<file path="src/rtl/att_serial_rx.sv">
`timescale 1ns/1ps
// att_serial_rx: receives the attenuator SI/CLK/LE serial frame (LSB first)
// in the aclk domain, latches a correctly sized word on the rising edge of LE,
// and reports badly framed LE edges through a pulse and a saturating counter.
module att_serial_rx #(
  parameter int WIDTH       = 16,
  parameter int SYNC_STAGES = 2
) (
  input  logic             aclk,
  input  logic             areset,
  input  logic             ser_clk,
  input  logic             ser_si,
  input  logic             ser_le,
  output logic [WIDTH-1:0] att_word,
  output logic             word_valid,
  output logic             frame_err,
  output logic [7:0]       err_cnt,
  output logic             busy
);

  typedef enum logic [1:0] {
    IDLE  = 2'd0,
    SHIFT = 2'd1,
    HOLD  = 2'd2
  } state_t;

  localparam logic [5:0] FULL_COUNT = 6'(WIDTH);
  localparam logic [5:0] MAX_COUNT  = 6'd63;
  localparam logic [7:0] MAX_ERRORS = 8'd255;

  // Synchronizer chains and the extra edge-detect copies. These flops are
  // deliberately not reset so that they keep tracking the pins during reset;
  // a level that is already high at reset release then produces no edge.
  logic [SYNC_STAGES-1:0] clk_sync;
  logic [SYNC_STAGES-1:0] si_sync;
  logic [SYNC_STAGES-1:0] le_sync;
  logic                   clk_d;
  logic                   le_d;

  logic clk_s;
  logic si_s;
  logic le_s;
  logic clk_rise;
  logic le_rise;
  logic le_fall;

  // Frame state and datapath registers with their next-state values.
  state_t           state;
  state_t           state_next;
  logic [WIDTH-1:0] sr;
  logic [WIDTH-1:0] sr_next;
  logic [5:0]       cnt;
  logic [5:0]       cnt_next;
  logic [WIDTH-1:0] word_next;
  logic             valid_next;
  logic             err_next;
  logic [7:0]       err_cnt_next;

  // Values after a possible shift in this cycle; a simultaneous LE rise
  // judges the frame on these so the last bit is never lost.
  logic             shift_en;
  logic [WIDTH-1:0] post_sr;
  logic [5:0]       post_cnt;
  logic [5:0]       cnt_inc;

  // Clock all three pins through matching synchronizer depths so SI stays
  // aligned with the synchronized CLK, then keep one more copy for edges.
  always_ff @(posedge aclk) begin
    clk_sync <= {clk_sync[SYNC_STAGES-2:0], ser_clk};
    si_sync  <= {si_sync[SYNC_STAGES-2:0], ser_si};
    le_sync  <= {le_sync[SYNC_STAGES-2:0], ser_le};
    clk_d    <= clk_sync[SYNC_STAGES-1];
    le_d     <= le_sync[SYNC_STAGES-1];
  end

  assign clk_s    = clk_sync[SYNC_STAGES-1];
  assign si_s     = si_sync[SYNC_STAGES-1];
  assign le_s     = le_sync[SYNC_STAGES-1];
  assign clk_rise = clk_s & ~clk_d;
  assign le_rise  = le_s & ~le_d;
  assign le_fall  = ~le_s & le_d;

  assign cnt_inc  = (cnt == MAX_COUNT) ? cnt : cnt + 6'd1;
  assign shift_en = clk_rise && (state != HOLD);
  assign post_sr  = shift_en ? {si_s, sr[WIDTH-1:1]} : sr;
  assign post_cnt = shift_en ? ((state == IDLE) ? 6'd1 : cnt_inc) : cnt;

  // State register.
  always_ff @(posedge aclk) begin
    if (areset) begin
      state <= IDLE;
    end else begin
      state <= state_next;
    end
  end

  // Next-state, shift/count and frame judgement for the current cycle.
  always_comb begin
    state_next   = state;
    sr_next      = sr;
    cnt_next     = cnt;
    word_next    = att_word;
    valid_next   = 1'b0;
    err_next     = 1'b0;
    err_cnt_next = err_cnt;

    case (state)
      IDLE, SHIFT: begin
        sr_next  = post_sr;
        cnt_next = post_cnt;
        if (le_rise) begin
          state_next = HOLD;
          if (post_cnt == FULL_COUNT) begin
            word_next  = post_sr;
            valid_next = 1'b1;
          end else begin
            err_next = 1'b1;
            if (err_cnt != MAX_ERRORS) begin
              err_cnt_next = err_cnt + 8'd1;
            end
          end
        end else if (shift_en) begin
          state_next = SHIFT;
        end
      end
      HOLD: begin
        if (le_fall) begin
          state_next = IDLE;
          cnt_next   = 6'd0;
        end
      end
      default: begin
        state_next = IDLE;
        cnt_next   = 6'd0;
      end
    endcase
  end

  // Datapath and output registers.
  always_ff @(posedge aclk) begin
    if (areset) begin
      sr         <= '0;
      cnt        <= 6'd0;
      att_word   <= '0;
      word_valid <= 1'b0;
      frame_err  <= 1'b0;
      err_cnt    <= 8'd0;
    end else begin
      sr         <= sr_next;
      cnt        <= cnt_next;
      att_word   <= word_next;
      word_valid <= valid_next;
      frame_err  <= err_next;
      err_cnt    <= err_cnt_next;
    end
  end

  assign busy = (state == SHIFT);

endmodule

</file>
<file path="config.mk">
export PLATFORM = sky130hd
export DESIGN_NAME = att_serial_rx
export DESIGN_NICKNAME = d
export VERILOG_FILES = /design/src/rtl/att_serial_rx.sv
export SDC_FILE = /design/constraint.sdc
export NUM_CORES = 1
export LEC_CHECK = 0
export ABC_AREA = 1
export BUFFER_PORTS_ARGS = -buffer_cell sky130_fd_sc_hd__buf_2
export CORE_MARGIN = 2
export CORE_UTILIZATION = 40
export DETAILED_ROUTE_END_ITERATION = 12
export MAX_ROUTING_LAYER = met4
export PLACE_DENSITY = 0.64
export SLEW_MARGIN = 30
export SYNTH_ARGS = -nofsm -noshare
export SYNTH_HDL_FRONTEND = slang
export SYNTH_SLANG_ARGS = --single-unit
</file>
<file path="constraint.sdc">
create_clock -name aclk -period 3.1 [get_ports aclk]
set_clock_uncertainty 0.1 [all_clocks]
set_input_delay 0.62 -clock aclk [delete_from_list [all_inputs] [get_ports aclk]]
set_output_delay 0.62 -clock aclk [all_outputs]
set_load 0.01 [all_outputs]
</file>
# Yosys cells after proc, flatten, opt, wreduce, memory -nomap -nowiden
# Index checks and enable logic that the tools add are counted.
[word_totals] output_inout_bits=27 mem_bits_ro=0 reg_bits=58 wordCells=50 latchBits=0 input_bits=5 mem_count=0 ramBits=0
[op_classes] eq_ne=8 bitwise_logic=9 mux=12 mul=0 magnitude_cmp=0 n_shift=0 addsub=2 n_reduce_logical=7 div=0
[op_table] cell="6-bit 2-to-1 mux" count=4
[op_table] cell="16-bit 2-to-1 mux" count=1
[op_table] cell="6-bit one-hot mux with 2 select lines" count=1
[op_table] cell="8-bit by 1-bit adder with 8-bit output, second input constant" count=1
[op_table] cell="8-bit inequality test, second input constant" count=1
[op_table] cell="6-bit by 1-bit adder with 6-bit output, second input constant" count=1
[op_table] cell="6-bit by 5-bit equality test with 1-bit output, second input constant" count=1
[op_table] cell="6-bit equality test, second input constant" count=1
[op_table] cell="2-bit 2-to-1 mux" count=3
[op_table] cell="1-bit inverter" count=6
[op_table] cell="2-bit inequality test, second input constant" count=2
[op_table] cell="2-bit one-hot mux with 2 select lines" count=1
[op_table] cell="4-bit AND reduction" count=1
[op_table] cell="1-bit bitwise AND" count=3
[op_table] cell="3-bit inequality test, second input constant" count=1
[op_table] cell="3-bit AND reduction" count=1
[op_table] cell="3-bit OR reduction" count=1
[op_table] cell="2-bit by 1-bit equality test with 1-bit output, second input constant" count=1
[op_table] cell="2-bit equality test, second input constant" count=1
[op_table] cell="2-bit logical NOT" count=1
[op_table] cell="1-bit 2-to-1 mux" count=2
[op_table] cell="2-bit AND reduction" count=1
[op_table] cell="2-bit OR reduction" count=1
[op_table] cell="1-bit logical AND" count=1

# Depth between registers and ports, before layout
# Gate-level depths: netlist (run 1).
[depth] ltp_word=7 depth_mapped=15 depth_no_buf=14

# Least setup slack after synthesis (run 1)
# No wires, ideal clock.
[synth_path] path_type="reg2reg" from="reg cnt[0]" to="reg att_word[6]" path_slack_ps=1221 n_path_buf=1 synth_period_minus_slack_ps=1879 required_time_ps=2890 path_stages_with_launch=12 setup_time_ps=110 t_arrival_ps=1669 cell_sequence="dfxtp_1 ha_1 nand3_2 nor2_4 nor2_8 nand2_2 nand3_2 a21oi_4 buf_2 nand4_1 nand2_1 nor2_1"
[synth_via] elab_chain_cells=6 elab_cells_between_ends=7 cone_classes="add/sub: 1; eq/ne: 2; mux: 3; reduce/logical: 1"
[synth_rtl] item="from (decl)" line_no="52" source="logic [5:0] cnt;"
[synth_rtl] item="from (signal assigned)" line_no="150" source="cnt <= cnt_next;"
[synth_rtl] item="6-bit by 1-bit adder with 6-bit output / 6-bit equality test (equally long branches)" line_no="83" source="assign cnt_inc = (cnt == MAX_COUNT) ? cnt : cnt + 6'd1;"
[synth_rtl] item="6-bit 2-to-1 mux" line_no="83"
[synth_rtl] item="6-bit 2-to-1 mux" line_no="86" source="assign post_cnt = shift_en ? ((state == IDLE) ? 6'd1 : cnt_inc) : cnt;"
[synth_rtl] item="6-bit 2-to-1 mux *" line_no="86"
[synth_rtl] item="6-bit by 5-bit equality test with 1-bit output *" line_no="113" source="if (post_cnt == FULL_COUNT) begin"
[synth_rtl] item="3-bit AND reduction (no source line) *"
[synth_rtl] item="to (signal assigned)" line_no="151" source="att_word <= word_next;"
[synth_rtl] item="to (decl)" line_no="14" source="output logic [WIDTH-1:0] att_word,"
# Every way passes the cells marked *; elsewhere a longest branch is shown, timed or not.
# A chain may end at the register's enable or synchronous reset.

# Worst setup path after layout (run 1)
[layout_path] from="reg state[1]" to="reg err_cnt[1]"
[layout_via] elab_chain_cells=6 elab_cells_between_ends=10 cone_classes="eq/ne: 3; mux: 2; bitwise: 1; reduce/logical: 4"
[layout_rtl] item="from (decl)" line_no="48" source="state_t state;"
[layout_rtl] item="from (signal assigned)" line_no="93" source="state <= state_next;"
[layout_rtl] item="2-bit logical NOT / 2-bit inequality test (equally long branches)" line_no="86, 107, 84"
[layout_rtl] item="6-bit 2-to-1 mux / 1-bit logical AND (equally long branches)" line_no="86, 84"
[layout_rtl] item="6-bit 2-to-1 mux" line_no="86"
[layout_rtl] item="6-bit by 5-bit equality test with 1-bit output" line_no="113"
[layout_rtl] item="1-bit inverter (no source line)"
[layout_rtl] item="4-bit AND reduction (no source line) *"
[layout_rtl] item="to (signal assigned)" line_no="154" source="err_cnt <= err_cnt_next;"
[layout_rtl] item="to (decl)" line_no="17" source="output logic [7:0] err_cnt,"
# Marked as above.

==> flow_summary.toml, run 1 <==
[outcome]
outcome = "complete, no violations"

[worst_setup_path]
cp_slowest_stage_delay_ps = 490
cp_num_buf_inv = 1
worst_r2r_endpoint = "err_cnt[1]"
critical_path_class = "reg -> reg"
critPathLaunchType = "flip-flop"
crit_required_ps = 3230
startpoint = "state[1]"
cp_max_fo = 21
cp.arrival_ps = 2570
crit_cells = 11
end_kind = "flip-flop"
r2r_cells = 11
endpoint = "err_cnt[1]"
cp_cell_sequence = "nand2_2, nand2_4, nor2_8, nand2_1, nand2_1, a21oi_1, nand3_1, nand2_1, inv_1, nor2_1, nor2_1"
r2r_start = "state[1]"
regToRegSetupSlack_ps = 650
cp_common_cell = "nand2_1"
crit_path_top_delay_cell = "dfxtp_1"
cpLargestDelayFamily = "simple AND/OR/NAND/NOR gates"

[route]
vias = 2368
wl_um = 5650
drt_iter0_markers = 143
ant_nets = 0
drtPass1Iterations = 5
drc = 0
wl_per_cell_um = 11.0
via_per_inst = 4.61

[yosys]
yosysSeqAreaShare = 0.398
synth_ff_type = "dfxtp_1"
synth_area_um2 = 2920
ys_seq_elements = 58
async_flop_share = 0
ys_warn_count = 0
syn_nets = 389
syn_inst = 382
synth-edff-count = 0
synth_area_per_cell_um2 = 7.64
synth_cell_types = 33

[power_and_ir_drop]
power.switching_mw = 0.480
vdd_drop_max_mv = 0.356
swShare = 0.250
combinationalPowerShare = 0.124
pwr-share-clk = 0.453
p_int_mw = 1.44
p_seq_frac = 0.422
power_density_nw_per_um2 = 569
p_leak_nw = 1.73

[floorplanning]
rows = 31
core_area_um2 = 7180
start_util = 0.407
design.die.area_um2 = 8000
ios = 32
die_x_um = 89.4
die_y_um = 89.4

[layout]
design_area_um2 = 3380
fin_nets = 417
layout.cells.non_filler = 514
drive_gt1_frac = 0.217
antenna_cells = 0
utilization = 0.471
syn2layout_area_growth_pct = 15.7

[timing]
fmax_mhz = 409
whs_ps = 227
min_period_ps = 2450
rsz0062_at_grt = "no"
setup_tns_ps = 0
slew_viol_final = 0
hold_violations = 0
finalSetupViolCount = 0
fin_crit_sh = 0.789
tightestPinTransition_ps = 626
relSlewSlack = 0.582

[clock_tree]
cts_max_path_buffers = 2
cts-htree-levels = 3
cts_tree = "done"
worstSkewPairLatency_ps = 330
cts_setup_buffers = 0
cts.sinks = 58
cts_buffers = 9
postCtsHoldBufs = 0
clkSlewWorstSetupHoldPaths_ps = 70
cts_resized = 0
root_buffer = "clkbuf_8"

[grt]
grt_use_total = 0.161
grt-ovfl-total = 0
grt_max_degree = 38
grt_pass1_wl_um = 9710
grt_antenna_before_repair = 0
grt_pass1_vias = 2213

[job]
cap_violations = 0

[place]
gp_congestion = 0.898
dpl_cell_area_um2 = 3130
placedCellCount = 498
hpwl_um = 3910
io_buffers = 31

[worst_hold_path]
hp-class = "reg -> reg"
[kinds of logic after synthesis]
| logic type | after synthesis | synth area share |
|---|---|---|
| fa+ha+maj | 2 | 0.00857 |
| simple gates | 176 | 0.306 |
| buf+inv | 86 | 0.123 |
| flops | 58 | 0.398 |
| xor+xnor | 7 | 0.0210 |
| mux | 14 | 0.0480 |
| compound gates | 39 | 0.0960 |
[worst min-delay path by stage]
stage	start	end	slack, ps	depth (start not counted)
after floorplan	clk_sync[0]	clk_sync[1]	210	0
after global placement	le_sync[0]	le_sync[1]	210	0
after detailed placement	le_sync[0]	le_sync[1]	210	0
after CTS	le_sync[0]	le_sync[1]	230	0
after global routing	le_sync[0]	le_sync[1]	230	0
final	le_sync[0]	le_sync[1]	230	0
[power groups by stage]
stage	logic, mW	registers (mW)	clock network (mW)
global route	0.270	0.817	0.927
detailed placement	0.238	0.828	0
finish	0.239	0.812	0.872
CTS	0.240	0.812	0.896
floorplan	0.194	0.824	0
global placement	0.235	0.827	0
[Yosys cell counts, types with 4 or more instances]
cell type / n / area share
nand2_1: 75 / 0.096
inv_1: 63 / 0.081
dfxtp_1: 58 / 0.40
nor2_1: 32 / 0.041
nand3_1: 21 / 0.036
nand4_1: 17 / 0.036
nand2_2: 16 / 0.034
o211ai_1: 16 / 0.041
mux2i_1: 14 / 0.048
a21oi_1: 8 / 0.014
clkbuf_1: 7 / 0.0090
o21ai_0: 6 / 0.010
inv_2: 5 / 0.0064
buf_2: 4 / 0.0069
nand3_2: 4 / 0.014
o22ai_1: 4 / 0.0086
xnor2_1: 4 / 0.012
[per-stage QoR]
| step | setup slack (ps) | power (mW) |
|---|---|---|
| 6_report | 655 | 1.92 |
| 5_1_grt | 376 | 2.01 |
| 4_1_cts | 663 | 1.95 |
| 3_5_place_dp | 697 | 1.07 |
| 3_3_place_gp | 748 | 1.06 |
| 2_1_floorplan | 1220 | 1.02 |
[metal layers]
metal	up-vias	global-route usage	routed length, um
met2	41	0.263	2630
met4	0	0.0543	62
met1	1049	0.191	2750
met5	-	-	0
met3	9	0.0462	204
li1	1269	-	-
[cells in the final DEF (no fill, tap or decap), types with 4 or more instances in the layout]
master    Yosys  layout
xnor2_1       4       4
dfxtp_1      58      58
mux2i_1      14      14
nor2_1       32      32
inv_1        63      63
a21oi_1       8       8
nand2_2      16      16
clkbuf_8      0      11
o21ai_0       6       6
nand3_1      21      21
o22ai_1       4       4
nand4_1      17      17
inv_2         5       5
nand2_1      75      75
nand3_2       4       4
o211ai_1     16      16
buf_2         4      31
[sequential cells by signal, summed over array words and instances, names as in the netlist, 2 cells and up]
name      flops
sr           16
si_sync       2
att_word     16
le_sync       2
cnt           6
err_cnt       8
clk_sync      2
state         2
[area by class of cell]
cell class	count	area (um^2)
repair buffers	34	178
clock inverters	5	100
clock buffers	11	151
multi-input cells	238	1400
flip-flops and latches	58	1160
fillers	711	3800
well taps	99	124
inverters	69	264
[worst register-to-register path, stage by stage, from the launching register on]
cell,delay [ps]
dfxtp_1,490
nand2_2,130
nand2_4,330
nor2_8,90
nand2_1,150
nand2_1,90
a21oi_1,120
nand3_1,310
nand2_1,310
inv_1,80
nor2_1,90
nor2_1,50
Power figures use the tool's default switching activity.
==> inputs of run 2 (changes only) <==
ABC_AREA = 0   (was 1)
PLACE_DENSITY = 0.65   (was 0.64)
clock period = 2.45 ns   (was 3.1 ns; I/O delays follow)
==> run 2 against run 1 <==
  * Area after synthesis fell by 15%
  * Critical endpoint is now err_cnt[6]
  * Synthesized cell count fell by 26%
  * Setup slack got worse by 600 ps
  * Routed wire length rose by 15%
  * Register-to-register slack got worse by 600 ps
  * Clock power fell by 0.8%
  * Cell count fell by 20%
==> flow_summary.toml, run 2 <==
[floorplanning]
die_x_um = 83.0
start_util = 0.419
ios = 32
rows = 28
die_y_um = 83.0
design.die.area_um2 = 6880
core_area_um2 = 5960

[route]
vias = 2328
wl_um = 6510
drtPass1Iterations = 4
ant_nets = 0
drc = 0
via_per_inst = 5.66
wl_per_cell_um = 15.8
drt_iter0_markers = 280

[timing]
tightestPinTransition_ps = 706
whs_ps = 143
fmax_mhz = 417
setup_tns_ps = 0
rsz0062_at_grt = "yes"
timing.final.ws_setup_ps = 50.0
fin_crit_sh = 0.980
relSlewSlack = 0.528
min_period_ps = 2400
slew_viol_final = 0
finalSetupViolCount = 0
hold_violations = 0

[power_and_ir_drop]
vdd_drop_max_mv = 0.426
power_density_nw_per_um2 = 626
p_leak_nw = 1.16

[yosys]
ys_warn_count = 0
synth_most_common_cell = "dfxtp_1"
synth_top_area_frac = 0.466
synth_top_area_cell = "dfxtp_1"
synthTopCellsByArea = "dfxtp_1, a21oi_1, mux2i_1, nand2_1, a311oi_1"
synth_area_per_cell_um2 = 8.84
synth-edff-count = 0
async_flop_share = 0
synth_area_um2 = 2490
syn_inst = 282
synth_ff_type = "dfxtp_1"
synthTopCellsByCount = "dfxtp_1, a21oi_1, nand2_1"
yosysSeqAreaShare = 0.466
synth_cell_types = 41
syn_nets = 289
ys_seq_elements = 58

[clock_tree]
cts_tree = "done"
root_buffer = "clkbuf_8"
cts.sinks = 58
clkSlewWorstSetupHoldPaths_ps = 70
cts_max_path_buffers = 2
cts_buffers = 9
cts-htree-levels = 3
worstSkewPairLatency_ps = 340

[layout]
fin_nets = 338
syn2layout_area_growth_pct = 27.1
n_fill_cell = 580
antenna_cells = 0
seq_area_um2 = 1160
drive_gt1_frac = 0.286
design_area_um2 = 3170
layout.cells.non_filler = 411
multi_input_area_um2 = 1370
top_regs = "att_word (16), sr (16), err_cnt (8)"
layout_common_cells = "dfxtp_1, nand2_1, a21oi_1"
layout_commonest_cell = "dfxtp_1"

[worst_setup_path]
startpoint = "cnt[3]"
end_kind = "flip-flop"
r2r_start = "cnt[3]"
cp_cell_sequence = "nand2_1, o41a_1, o31a_1, and4_4, or4_1, a21oi_1"
cp_slowest_stage_delay_ps = 500
crit_required_ps = 2630
critical_path_class = "reg -> reg"
cp.arrival_ps = 2580
crit_path_top_delay_cell = "or4_1"
cp_max_fo = 6
critPathLaunchType = "flip-flop"

[grt]
grt_pass1_vias = 2082
grt_pass1_wl_um = 9910
grt_use_total = 0.183
grt_antenna_before_repair = 0
grt-ovfl-total = 0
grt_max_degree = 47

[place]
placedCellCount = 383
place_ws_ps = -42.7
gp_congestion = 0.938
hpwl_um = 3610
io_buffers = 31
dpl_cell_area_um2 = 2790

[worst_hold_path]
hp-class = "in -> reg"
hold_start = "ser_si"

[outcome]
outcome = "complete, no violations"

[job]
cap_violations = 0
run 2: cell types whose count changed after synthesis, moves of 20 or more:
cell | previous run | this run
a21oi_1 | 8 | 40
inv_1 | 63 | 3
nand2_1 | 75 | 40
nor2_1 | 32 | 12
run 2: worst max-delay path: cells and delay by family, from the launching register on:
kind / cells / cell delay, ps
DFF: 1 / 420
AOI/OAI and AO/OA: 3 / 990
and+or+nand+nor: 3 / 830
run 2: final timing paths:
path,end,slack (ps),cells after the start
setup / recovery,err_cnt[6],50,6
hold / removal,si_sync[0],140,1
setup reg to reg,err_cnt[6],50,6
hold reg to reg,le_sync[1],230,0
run 2: stage by stage:
step,utilization,power [mW]
2_1_floorplan,-,1.08
3_3_place_gp,0.467,1.12
3_5_place_dp,0.468,1.12
4_1_cts,0.505,1.98
5_1_grt,0.532,2.06
6_report,0.532,1.98
run 2: cell families after synthesis:
family,synth area share
AO/OA/AOI/OAI,0.206
adder cells (fa/ha/maj),0.0100
AND/OR/NAND/NOR,0.192
flip-flops,0.466
XOR/XNOR,0.00351
buffers and inverters,0.0421
multiplexers,0.0808
run 2: routing by layer:
| layer | vias up | share of wire | GRT usage |
|---|---|---|---|
| li1 | 1152 | - | - |
| met1 | 1076 | 0.48 | 0.242 |
| met2 | 85 | 0.44 | 0.257 |
| met3 | 15 | 0.058 | 0.0417 |
| met4 | 0 | 0.023 | 0.104 |
| met5 | - | 0 | - |
run 2: report_power, final:
group	internal [mW]	switching (mW)	leakage (nW)	total [mW]
clock network	0.477	0.388	0.102	0.865
logic	0.0543	0.0924	0.591	0.147
registers	0.959	0.0137	0.472	0.973
total	1.49	0.494	1.16	1.98
run 2: layout make-up:
type                            instances  area share
Inverter                                3     0.00355
Clock buffer                           13      0.0565
Sequential cell                        58       0.368
Tap cell                               75      0.0296
Clock inverter                          3     0.00671
Multi-Input combinational cell        205       0.433
Timing Repair Buffer                   54       0.103
run 2: repair_timing:
action | 4_1_cts | 5_1_grt
gates resized for setup | 3 | 17
gates cloned | 1 | 5
pin swaps | 1 | 13
setup endpoints to repair | 21 | 24
buffers inserted | 0 | 6
hold buffers | 0 | 0
==> inputs of run 3 (changes only) <==
--- a/config.mk
+++ b/config.mk
@@ -7,11 +7,11 @@
 export LEC_CHECK = 0
 export ABC_AREA = 0
-export BUFFER_PORTS_ARGS = -buffer_cell sky130_fd_sc_hd__buf_2
 export CORE_MARGIN = 2
 export CORE_UTILIZATION = 40
 export DETAILED_ROUTE_END_ITERATION = 12
+export DONT_BUFFER_PORTS = 1
 export MAX_ROUTING_LAYER = met4
-export PLACE_DENSITY = 0.65
-export SLEW_MARGIN = 30
+export PLACE_DENSITY = 0.6
+export SLEW_MARGIN = 20
 export SYNTH_ARGS = -nofsm -noshare
 export SYNTH_HDL_FRONTEND = slang
--- a/constraint.sdc
+++ b/constraint.sdc
@@ -3,3 +3,3 @@
 set_input_delay 0.49 -clock aclk [delete_from_list [all_inputs] [get_ports aclk]]
 set_output_delay 0.49 -clock aclk [all_outputs]
-set_load 0.01 [all_outputs]
+set_load 0.1 [all_outputs]
==> run 3 against run 2 <==
  * Power increased by 8.2%
  * Register-to-register slack got worse by 30 ps
  * Sequential power decreased by 0.6%
  * Cell count decreased by 1.9%
  * First-iteration DRC count decreased by 54%
  * Global-route usage decreased by 1.1 points
  * Via count decreased by 1.8%
  * Worst hold slack got worse by 59 ps
  * Clock power increased by 19%
  * Die area unchanged
  * Critical path type unchanged
  * Largest cell class unchanged
==> flow_summary.toml, run 3 (same netlist as run 2, synthesis figures left out) <==
[timing]
hold_violations = 0
min_period_ps = 2430
finalSetupViolCount = 0
timing.final.ws_setup_ps = 16.3
tightestPinTransition_ps = 690
fmax_mhz = 411
slew_viol_final = 0
relSlewSlack = 0.539
fin_crit_sh = 0.993

[clock_tree]
cts_max_path_buffers = 2
root_buffer = "clkbuf_8"
cts_tree = "done"
cts.sinks = 58
cts_buffers = 9
cts-htree-levels = 3
worstSkewPairLatency_ps = 330
clkSlewWorstSetupHoldPaths_ps = 70

[route]
wl_per_cell_um = 15.6
drc = 0
drt_iter0_markers = 128
drtPass1Iterations = 4
ant_nets = 0
via_per_inst = 5.67
wl_um = 6310
vias = 2287

[place]
hpwl_um = 3680
place_ws_ps = -17.3
io_buffers = 0
dpl_cell_area_um2 = 2860
placedCellCount = 382
gp_congestion = 0.920

[grt]
grt_pass1_wl_um = 9600
grt-ovfl-total = 0
grt_use_total = 0.173
grt_max_degree = 52
grt_pass1_vias = 2086
grt_antenna_before_repair = 0

[worst_setup_path]
critical_path_class = "reg -> reg"
cp_num_buf_inv = 1
cp.arrival_ps = 2550
cp_slowest_stage_delay_ps = 580
crit_path_top_delay_cell = "mux2i_1"
crit_required_ps = 2570
cp_cell_sequence = "ha_1, buf_4, nand3_1, mux2i_1, and4_4, a21oi_1, a311oi_1"
critPathLaunchType = "flip-flop"
cpLargestDelayFamily = "multiplexers"
cp_max_fo = 6
end_kind = "flip-flop"

[layout]
layout_common_cells = "dfxtp_1, buf_4, nand2_1"
layout.cells.non_filler = 403
antenna_cells = 0
design_area_um2 = 3220
top_regs = "att_word (16), sr (16), err_cnt (8)"
fin_nets = 330
syn2layout_area_growth_pct = 29.1
n_fill_cell = 540
drive_gt1_frac = 0.277
layout_commonest_cell = "dfxtp_1"

[power_and_ir_drop]
p_leak_nw = 1.15
vdd_drop_max_mv = 0.324
power_density_nw_per_um2 = 667

[job]
cap_violations = 0

[worst_hold_path]
hp-class = "in -> reg"

[floorplanning]
rows = 28
design.die.area_um2 = 6880
start_util = 0.419
ios = 32
die_y_um = 83.0
core_area_um2 = 5960
die_x_um = 83.0

[outcome]
outcome = "complete, no violations"
-- run 3: cell count changes in the layout (fill, tap and decap cells not counted), sizes merged --
| cell | previous run | this run |
|---|---|---|
| and4 | 8 | 6 |
| buf | 54 | 48 |
| bufinv | 0 | 2 |
| clkbuf | 13 | 12 |
| clkinv | 2 | 1 |
-- run 3: per-stage QoR --
stage / power [mW] / setup TNS, ps / hold slack (ps) / utilization
floorplan: 1.10 / 0 / 210 / -
global placement: 1.13 / 0 / 215 / 0.480
detailed placement: 1.13 / -47.4 / 213 / 0.480
CTS: 2.16 / -127 / 65.5 / 0.520
global route: 2.23 / -772 / 59.8 / 0.540
finish: 2.15 / 0 / 83.6 / 0.540
-- run 3: final cells by class --
cell class,instances,area (um^2),area share
well taps,75,93.8,0.0292
flip-flops and latches,58,1180,0.365
inverters,3,11.3,0.00350
clock buffers,12,165,0.0513
repair buffers,48,360,0.112
clock inverters,4,72.6,0.0226
multi-input cells,203,1340,0.416
-- run 3: path summary, 6_finish.rpt --
kind	startpoint	slack [ps]	to	cells after the start
min reg2reg	le_sync[0]	230	le_sync[1]	0
min	ser_si	80	si_sync[0]	0
max reg2reg	cnt[0]	20	att_word[8]	7
max	cnt[0]	20	att_word[8]	7
-- run 3: power breakdown --
| part | internal (mW) | switching [mW] | total (mW) |
|---|---|---|---|
| clock | 0.654 | 0.374 | 1.03 |
| combinational | 0.0476 | 0.104 | 0.152 |
| sequential | 0.958 | 0.00991 | 0.967 |
| total | 1.66 | 0.488 | 2.15 |
-- run 3: what timing repair did --
action / 4_1_cts / 5_1_grt
pin swaps: 1 / 5
endpoints found under the setup margin: 6 / 24
cloned: 0 / 4
endpoints found under the hold margin: 0 / 0
buffers inserted: 0 / 1
resized for setup: 0 / 20
hold buffers: 0 / 0
-- run 3: per-layer routing --
metal,part of all wire,track usage,vias up,wire length (um)
li1,-,-,1135,-
met2,0.47,0.253,66,2960
met3,0.067,0.0467,9,424
met1,0.45,0.221,1077,2840
met5,0,-,-,0
met4,0.013,0.0805,0,84
